--- src/rtl/prim_arbiter_wrr.sv ---
// prim_arbiter_wrr: N:1 weighted round-robin arbiter with burst ownership.
// A requester that wins keeps the grant for up to weight[i] accepted transfers
// (a weight of 0 counts as 1), then the grant rotates to the next requester.
// The decision is held while the sink stalls, so an unaccepted beat is never
// re-arbitrated away from a requester that is still asking.

module prim_arbiter_wrr #(
    parameter int N          = 4,
    parameter int DW         = 32,
    parameter int WW         = 4,
    parameter bit EnDataPort = 1'b1,
    localparam int IdxW      = $clog2(N)
) (
    input  logic                 clk_i,
    input  logic                 rst_i,
    input  logic [N-1:0]         req_i,
    input  logic [N*WW-1:0]      weight_i,
    input  logic [DW-1:0]        data_i [N],
    output logic [N-1:0]         gnt_o,
    output logic [IdxW-1:0]      idx_o,
    output logic                 valid_o,
    output logic [DW-1:0]        data_o,
    input  logic                 ready_i
);

    // A single requester has nothing to arbitrate and IdxW would collapse to 0.
    if (N < 2) begin : gen_n_check
        $error("prim_arbiter_wrr needs N >= 2");
    end

    // Ownership state: the current burst owner, its remaining beats (including
    // the one being offered) and the last index released, which seeds rotation.
    logic            own_q,     own_d;
    logic [IdxW-1:0] own_idx_q, own_idx_d;
    logic [WW-1:0]   credit_q,  credit_d;
    logic [IdxW-1:0] last_q,    last_d;

    logic            own_hold;
    logic [IdxW-1:0] scan_base;
    logic [IdxW-1:0] scan_idx;
    logic            scan_found;
    logic [IdxW-1:0] winner;
    logic [WW-1:0]   w_raw;
    logic [WW-1:0]   w_eff;
    logic [WW-1:0]   rem;
    logic [WW-1:0]   rem_dec;
    logic            accept;

    // Rotating priority scan: the first active request strictly after the
    // base index, wrapping around; the base itself is checked last.
    always_comb begin
        int unsigned     cand;
        logic [IdxW-1:0] cand_idx;
        scan_base  = own_q ? own_idx_q : last_q;
        scan_idx   = '0;
        scan_found = 1'b0;
        cand       = 0;
        cand_idx   = '0;
        for (int k = 1; k <= N; k++) begin
            cand     = (int'(scan_base) + k) % N;
            cand_idx = IdxW'(cand);
            if (!scan_found && req_i[cand_idx]) begin
                scan_found = 1'b1;
                scan_idx   = cand_idx;
            end
        end
    end

    // Winner selection and the credit count that applies to this beat. A live
    // owner keeps its banked credits; a fresh winner starts from its weight,
    // which is the only moment the weight input is looked at.
    always_comb begin
        own_hold = own_q && req_i[own_idx_q];
        winner   = own_hold ? own_idx_q : scan_idx;
        w_raw    = weight_i[int'(winner)*WW +: WW];
        w_eff    = (w_raw == '0) ? WW'(1) : w_raw;
        rem      = own_hold ? credit_q : w_eff;
        rem_dec  = rem - WW'(1);
        valid_o  = |req_i;
        accept   = valid_o && ready_i;
    end

    // Combinational outputs: zero-latency grant, index and valid. The index
    // reads 0 when nobody is requesting so idle cycles look clean downstream.
    always_comb begin
        gnt_o = '0;
        idx_o = '0;
        if (valid_o) begin
            idx_o = winner;
        end
        if (accept) begin
            gnt_o[winner] = 1'b1;
        end
    end

    // Data path: mux the winner's payload, or tie high when the port is unused.
    if (EnDataPort) begin : gen_data
        always_comb begin
            data_o = '0;
            if (valid_o) begin
                data_o = data_i[winner];
            end
        end
    end else begin : gen_no_data
        logic unused_data;
        always_comb begin
            unused_data = 1'b0;
            for (int i = 0; i < N; i++) begin
                unused_data = unused_data ^ (^data_i[i]);
            end
            data_o = '1;
        end
    end

    // Next ownership state. An accepted beat spends one credit and releases
    // the burst when it was the last one; a stall locks the winner in with its
    // credits untouched; an owner that drops its request with nobody else
    // asking is released without spending anything further.
    always_comb begin
        own_d     = own_q;
        own_idx_d = own_idx_q;
        credit_d  = credit_q;
        last_d    = last_q;
        if (valid_o) begin
            if (ready_i) begin
                if (rem_dec == '0) begin
                    own_d  = 1'b0;
                    last_d = winner;
                end else begin
                    own_d     = 1'b1;
                    own_idx_d = winner;
                    credit_d  = rem_dec;
                end
            end else begin
                own_d     = 1'b1;
                own_idx_d = winner;
                credit_d  = rem;
            end
        end else if (own_q) begin
            own_d  = 1'b0;
            last_d = own_idx_q;
        end
    end

    // State registers; reset drops any burst and makes index 0 the first winner.
    always_ff @(posedge clk_i) begin
        if (rst_i) begin
            own_q     <= 1'b0;
            own_idx_q <= '0;
            credit_q  <= '0;
            last_q    <= IdxW'(N - 1);
        end else begin
            own_q     <= own_d;
            own_idx_q <= own_idx_d;
            credit_q  <= credit_d;
            last_q    <= last_d;
        end
    end

    // Protocol properties of the grant interface.
    a_gnt_onehot0 : assert property (@(posedge clk_i) disable iff (rst_i)
        $onehot0(gnt_o));

    a_gnt_needs_accept : assert property (@(posedge clk_i) disable iff (rst_i)
        (|gnt_o) |-> (ready_i && valid_o));

    a_accept_grants : assert property (@(posedge clk_i) disable iff (rst_i)
        (valid_o && ready_i) |-> (|gnt_o));

    a_gnt_matches_idx : assert property (@(posedge clk_i) disable iff (rst_i)
        (valid_o && ready_i) |-> (gnt_o[idx_o] && req_i[idx_o]));

    a_stall_holds : assert property (@(posedge clk_i) disable iff (rst_i)
        (valid_o && !ready_i) |=> (!req_i[$past(idx_o)] || (idx_o == $past(idx_o))));

    a_known_outputs : assert property (@(posedge clk_i) disable iff (rst_i)
        !$isunknown({gnt_o, idx_o, valid_o, data_o}));

    a_credit_nonzero : assert property (@(posedge clk_i) disable iff (rst_i)
        accept |-> (rem != '0));

endmodule

--- config.mk ---
export PLATFORM = sky130hd
export DESIGN_NAME = prim_arbiter_wrr
export DESIGN_NICKNAME = d
export VERILOG_FILES = /design/src/rtl/prim_arbiter_wrr.sv
export SDC_FILE = /design/constraint.sdc
export NUM_CORES = 1
export LEC_CHECK = 0
export CAP_MARGIN = 20
export CORE_ASPECT_RATIO = 1.25
export CORE_UTILIZATION = 32
export CTS_CLUSTER_DIAMETER = 80
export DETAILED_ROUTE_END_ITERATION = 16
export GPL_TIMING_DRIVEN = 0
export PLACE_DENSITY = 0.8
export SYNTH_ARGS = -nofsm -noshare
export SYNTH_HDL_FRONTEND = slang
export SYNTH_SLANG_ARGS = --single-unit
--- constraint.sdc ---
create_clock -name clk_i -period 3.8 [get_ports clk_i]
set_input_delay 0.38 -clock clk_i [delete_from_list [all_inputs] [get_ports clk_i]]
set_output_delay 0.38 -clock clk_i [all_outputs]
set_load 0.03 [all_outputs]
### After elaboration in Yosys (flattened, before gate mapping)

Index checks and enable logic that the tools add are counted.

* bits in writable memories: 0
* memories: 0
* logic and storage cells: 76
* ROM bits: 0
* input port bits: 151
* flip-flop bits (word level): 9
* latch bits: 0

* shift-type cells: 1
* magnitude comparators: 8
* eq/ne operators: 3
* reductions and logical operators: 15
* bitwise gates (word level): 2
* add/subtract/negate cells: 5
* mux-type cells: 38
* multiply operators: 0
* divide/modulo/power cells: 0

Operator list (number)
* $mux 32: 3
* $bmux 32 s2: 1
* $mux 2: 12
* $mux 4: 5
* $lt 2x3->1 const B: 6
* $shiftx 16x5->4: 1
* $mux 1: 11
* $bmux 1 s2: 5
* $logic_not 4->1: 2
* $logic_and 1x1->1: 6
* $add 2x1->2 const B: 2
* $add 2x2->2 const B: 2
* $ne 2x1->1 const B: 2
* $reduce_and 2->1: 2
* $reduce_or 4->1: 1
* $sub 4x1->4 const B: 1
* $ge 3x3->1 const B: 1
* $logic_not 1->1: 3
* $not 2->3: 1
* $demux 1 s2: 1
* $ge 2x1->1 const B: 1
* $ne 2x2->1 const B: 1
* $reduce_or 2->1: 1
* $not 1->1: 1

### Longest topological paths before layout

* depth after elaboration: 24
* gate-level depth with buffers: 18
* gate-level depth less buffers: 15

### Worst setup path before layout

Ideal clock, no wire load.

* path type: reg2reg
* start point: reg own_q
* end point: reg last_q[1]
* period minus slack after synthesis: 3.128 ns
* arrival: 3.006 ns
* slack: 0.672 ns
* cell stages (with the launch flop): 14
* setup time: 0.122 ns
* buffers on the path: 1
* cells stage by stage: dfxtp_1 -> buf_6 -> mux2i_2 -> a221o_1 -> o211a_1 -> mux4_2 -> nand2_1 -> a21boi_2 -> ha_1 -> nand2_1 -> or3_4 -> a21oi_4 -> nor2_2 -> a221o_1

* word-level cells in the longest chain between the ends: 23
* elaborated cells on any way between the ends: 39
* those cells by class: 5 x add/sub; 1 x eq/ne; 1 x shift; 22 x mux; 10 x reduce/logical

Ends and longest elaborated chain
* from (decl): RTL line 33 `logic own_q, own_d;`
* from (signal assigned): RTL line 153 `own_q <= own_d;`
* $mux 2
* $add 2x1->2: RTL line 60 `cand = (int'(scan_base) + k) % N;`
* $bmux 1 s2: RTL line 62 `if (!scan_found && req_i[cand_idx]) begin`
* $mux 1 (not written as such): RTL line 62
* $mux 1: RTL line 62
* $logic_not 1->1: RTL line 62
* $logic_and 1x1->1: RTL line 62
* $mux 1: RTL line 62
* (+7 left out)
* $shiftx 16x5->4: RTL line 75 `w_raw = weight_i[int'(winner)*WW +: WW];`
* $logic_not 4->1: RTL line 76 `w_eff = (w_raw == '0) ? WW'(1) : w_raw;`
* $mux 4: RTL line 76
* $mux 4: RTL line 77 `rem = own_hold ? credit_q : w_eff;`
* $sub 4x1->4: RTL line 78 `rem_dec = rem - WW'(1);`
* $logic_not 4->1: RTL line 126 `if (rem_dec == '0) begin`
* $ne 2x1->1 (no line)
* $reduce_and 2->1 (no line)
* to (signal assigned): RTL line 151 `last_q <= IdxW'(N - 1);`
* to (signal assigned): RTL line 156 `last_q <= last_d;`
* to (decl): RTL line 36 `logic [IdxW-1:0] last_q, last_d;`

Several ways; a longest one is shown, not always the timed one. The select of a mux whose other input is x is not followed.
A chain may end at the register's enable or synchronous reset.

### Worst setup path after layout

* start point: in req_i[1]
* end point: reg last_q[0]

* word-level cells in the longest chain between the ends: 21
* elaborated cells on any way between the ends: 38
* those cells by class: 1 x add/sub; 2 x eq/ne; 1 x shift; 23 x mux; 11 x reduce/logical

Ends and longest elaborated chain
* from (decl): RTL line 16 `input logic [N-1:0] req_i,`
* $bmux 1 s2: RTL line 62
* $mux 1 (not written as such): RTL line 62
* $mux 1: RTL line 62
* $logic_not 1->1: RTL line 62
* $logic_and 1x1->1: RTL line 62
* $mux 1: RTL line 62
* $logic_not 1->1: RTL line 62
* $logic_and 1x1->1: RTL line 62
* (+5 left out)
* $shiftx 16x5->4: RTL line 75
* $logic_not 4->1: RTL line 76
* $mux 4: RTL line 76
* $mux 4: RTL line 77
* $sub 4x1->4: RTL line 78
* $logic_not 4->1: RTL line 126
* $ne 2x1->1 (no line)
* $reduce_and 2->1 (no line)

Several ways; a longest one is shown, not always the timed one. The select of a mux whose other input is x is not followed.

==> out/metrics.yaml <==
cts:
  cts_buffers: 3
  clockRootBuffer: "clkbuf_8"
  cts_hold_buffers: 0
  clockBufferDepth: 2
  clk_pin_slew_ns: 0.05
  cts.sinks: 9
  clkLatencyLatePin_ns: 0.23
  htreeDepth: 1
  cts_tree: "done"
timing:
  layout_min_cycle_time_ns: 3.612
  setup_viol: 0
  hold_slack_ns: 0.5215
  hold_viol: 0
  worst_pin_slew_ns: 0.4648
  fin_crit_sh_pct: 95.06
  relSlewSlack_pct: 69.01
  skew_ns: 0.003525
  rsz0062_at_grt: "no"
  max_freq_ghz: 0.2768
  fin_ws_ns: 0.1878
  maxSlewViolCount: 0
worst_setup_path:
  worstPathRequired_ns: 3.92
  worstSetupStartpointType: "input port"
  max_stage_delay_ns: 0.57
  cp_common_cell: "nand2_1"
  startpoint: "req_i[1]"
  path_cells: "clkdlybuf4s50_1, inv_1, or3_1, o211ai_1, and2_1, buf_6, inv_8, mux4_2, nand2_1, a21boi_2, ha_1, nand2_1, or3_4, a21oi_4, nor2_2, a221o_1"
  r2r_start: "own_q"
  worst-setup-path-type: "in -> reg"
  end_kind: "register"
  cp_data_arrival_time_ns: 3.73
  slowest_stage: "clkdlybuf4s50_1"
  crit_fanout: 7
synth:
  ys_seq_elements: 9
  ys.warnings.count: 0
  avgSynthCellArea_um2: 9.885
  synth_flop_cell: "dfxtp_1"
  synthArstFlopShare_pct: 0
  syn_area_um2: 2086
  syn_nets: 364
  ys_types: 54
  syn_inst: 211
  yosysSeqAreaShare_pct: 8.638
  synth_edf_count: 0
pwr:
  power.density_nw_per_um2: 845.4
  peakVddDrop_mv: 0.5601
  p_leak_uw: 0.001553
placed_design:
  portBuffers: 188
  dpl.hpwl_um: 8463
  routabilityCongestion: 0.9081
  detailed_place.area_um2: 4074
  post-place-ws_ns: -0.2885
floorplan:
  coreArea_um2: 6246
  die_h_um: 92.27
  start_util_pct: 33.39
  num_rows: 32
  dieWidth_um: 74.21
  die_area_um2: 6847
  pin_count: 190
worst_hold_path:
  holdCritStartpoint: "credit_q[3]"
  hold_class: "reg -> reg"
global_route:
  grt_antenna_before_repair: 0
  grt_pass1_vias: 2690
  grt_pass1_wl_um: 14520
  grt_max_degree: 20
  grt_remaining_overflow: 0
  grt_usage_pct: 28.35
cells_and_area:
  area_growth_pct: 97.18
  layout_commonest_cell: "clkdlybuf4s50_1"
  fin_nets: 558
  fillCellCount: 540
  post-route-cell-area_um2: 4113
  layout_common_cells: "clkdlybuf4s50_1 (160), and2_1 (35), mux4_2 (33), dlygate4sd2_1 (27), nor3_1 (11)"
  regArea_um2: 180.2
  multi_input_area_um2: 1769
  drive_gt1_share_pct: 16.58
  diodes: 0
route:
  drt_wl_total_um: 9871
  vias: 2642
  routed_via_density: 5.403
  drc: 0
  ant_nets: 0
  wl_per_cell_um: 20.19
  first_pass_iters: 5
  drtIter0Drc: 98
run:
  drv_cap: 0
run_status:
  status: "finished, final reports clean"
-- critical path, delay by kind of cell --
family                     cells  cell delay, ns
adders and majority gates      1            0.21
muxes                          1            0.29
and+or+nand+nor                6            1.19
AOI/OAI and AO/OA              4            0.82
buffers and inverters          4            0.84
-- state kept, by name (all words and copies together), names as in the netlist --
register and cells:
last_q 2, credit_q 4, own_q 1, own_idx_q 2
-- synth_stat cells (2+ instances only) --
| master | count | share of area (%) |
|---|---|---|
| a211oi_1 | 5 | 1.8 |
| a21oi_1 | 10 | 2.4 |
| a221o_1 | 3 | 1.4 |
| a221oi_1 | 2 | 0.84 |
| and2_1 | 35 | 10 |
| buf_2 | 4 | 0.96 |
| buf_6 | 4 | 2.2 |
| clkbuf_1 | 7 | 1.3 |
| dfxtp_1 | 9 | 8.6 |
| ha_1 | 2 | 1.2 |
| inv_1 | 5 | 0.90 |
| mux2i_1 | 7 | 3.4 |
| mux2i_2 | 2 | 1.3 |
| mux4_2 | 33 | 36 |
| nand2_1 | 9 | 1.6 |
| nand2b_1 | 5 | 1.5 |
| nand3_1 | 4 | 0.96 |
| nor2_1 | 5 | 0.90 |
| nor2b_1 | 2 | 0.60 |
| nor3_1 | 11 | 2.6 |
| o211a_1 | 2 | 0.96 |
| o21ai_0 | 6 | 1.4 |
| o21ai_2 | 3 | 1.3 |
| o21bai_1 | 2 | 0.72 |
| o221ai_1 | 2 | 0.84 |
| o22a_1 | 2 | 0.84 |
| xnor2_1 | 2 | 0.84 |
| xor2_1 | 2 | 0.84 |
-- routing by layer --
metal  vias up  part of all wire [%]  global-route usage (%)
met3        14                    13                   9.780
met1      1268                    38                   34.81
met4         0                   2.0                   6.447
met5         -                     0                       0
met2       141                    47                   47.05
li1       1219                     -                       -
-- stage by stage --
step / util, % / std cells / setup TNS (ns) / power (uW)
2_1_floorplan: - / 211 / 0 / 2415
3_3_place_gp: 65.22 / 484 / -5.201 / 3447
3_5_place_dp: 65.22 / 484 / -6.561 / 3491
4_1_cts: 65.75 / 489 / 0 / 3479
5_1_grt: 65.85 / 489 / 0 / 3679
6_report: 65.85 / 489 / 0 / 3477
-- report_power, final --
group / internal, uW / switching [uW] / total [uW] / leakage (uW)
clock network: 73.1 / 38.5 / 112 / 0.0000228
logic: 1480 / 1700 / 3180 / 0.00146
registers: 136 / 44.9 / 181 / 0.0000747
total: 1690 / 1790 / 3480 / 0.00155
-- worst paths after layout --
| kind | endpoint | slack [ns] | depth (start not counted) |
|---|---|---|---|
| worst max register to register | last_q[0] | 0.24 | 18 |
| worst min register to register | credit_q[3] | 0.52 | 2 |
| worst min-delay path | credit_q[3] | 0.52 | 2 |
| worst max-delay path | last_q[0] | 0.19 | 16 |
-- what timing repair did --
item,in CTS,in global routing
hold endpoints to repair,0,0
setup buffers,2,0
gates resized for setup,32,3
pin swaps,1,0
endpoints found under the setup margin,28,8
-- final cells by class --
type | count | area share [%]
clock buffer | 4 | 1.095
timing repair buffer | 190 | 45.36
tap | 85 | 2.586
sequential | 9 | 4.381
buffer | 16 | 2.829
inverter | 6 | 0.7301
multi-input combinational | 179 | 43.02
-- cell families (layout without fill, tap and decap cells) --
kind of cell	Yosys count	after routing	share of synthesized area [%]
mux	42	42	40.31
buf+inv	23	216	6.718
xor+xnor	4	4	1.680
compound gates	51	51	19.50
fa+ha+maj	2	2	1.200
simple gates	80	80	21.96
flops	9	9	8.638
No activity file was read; power rests on OpenSTA's default activity.
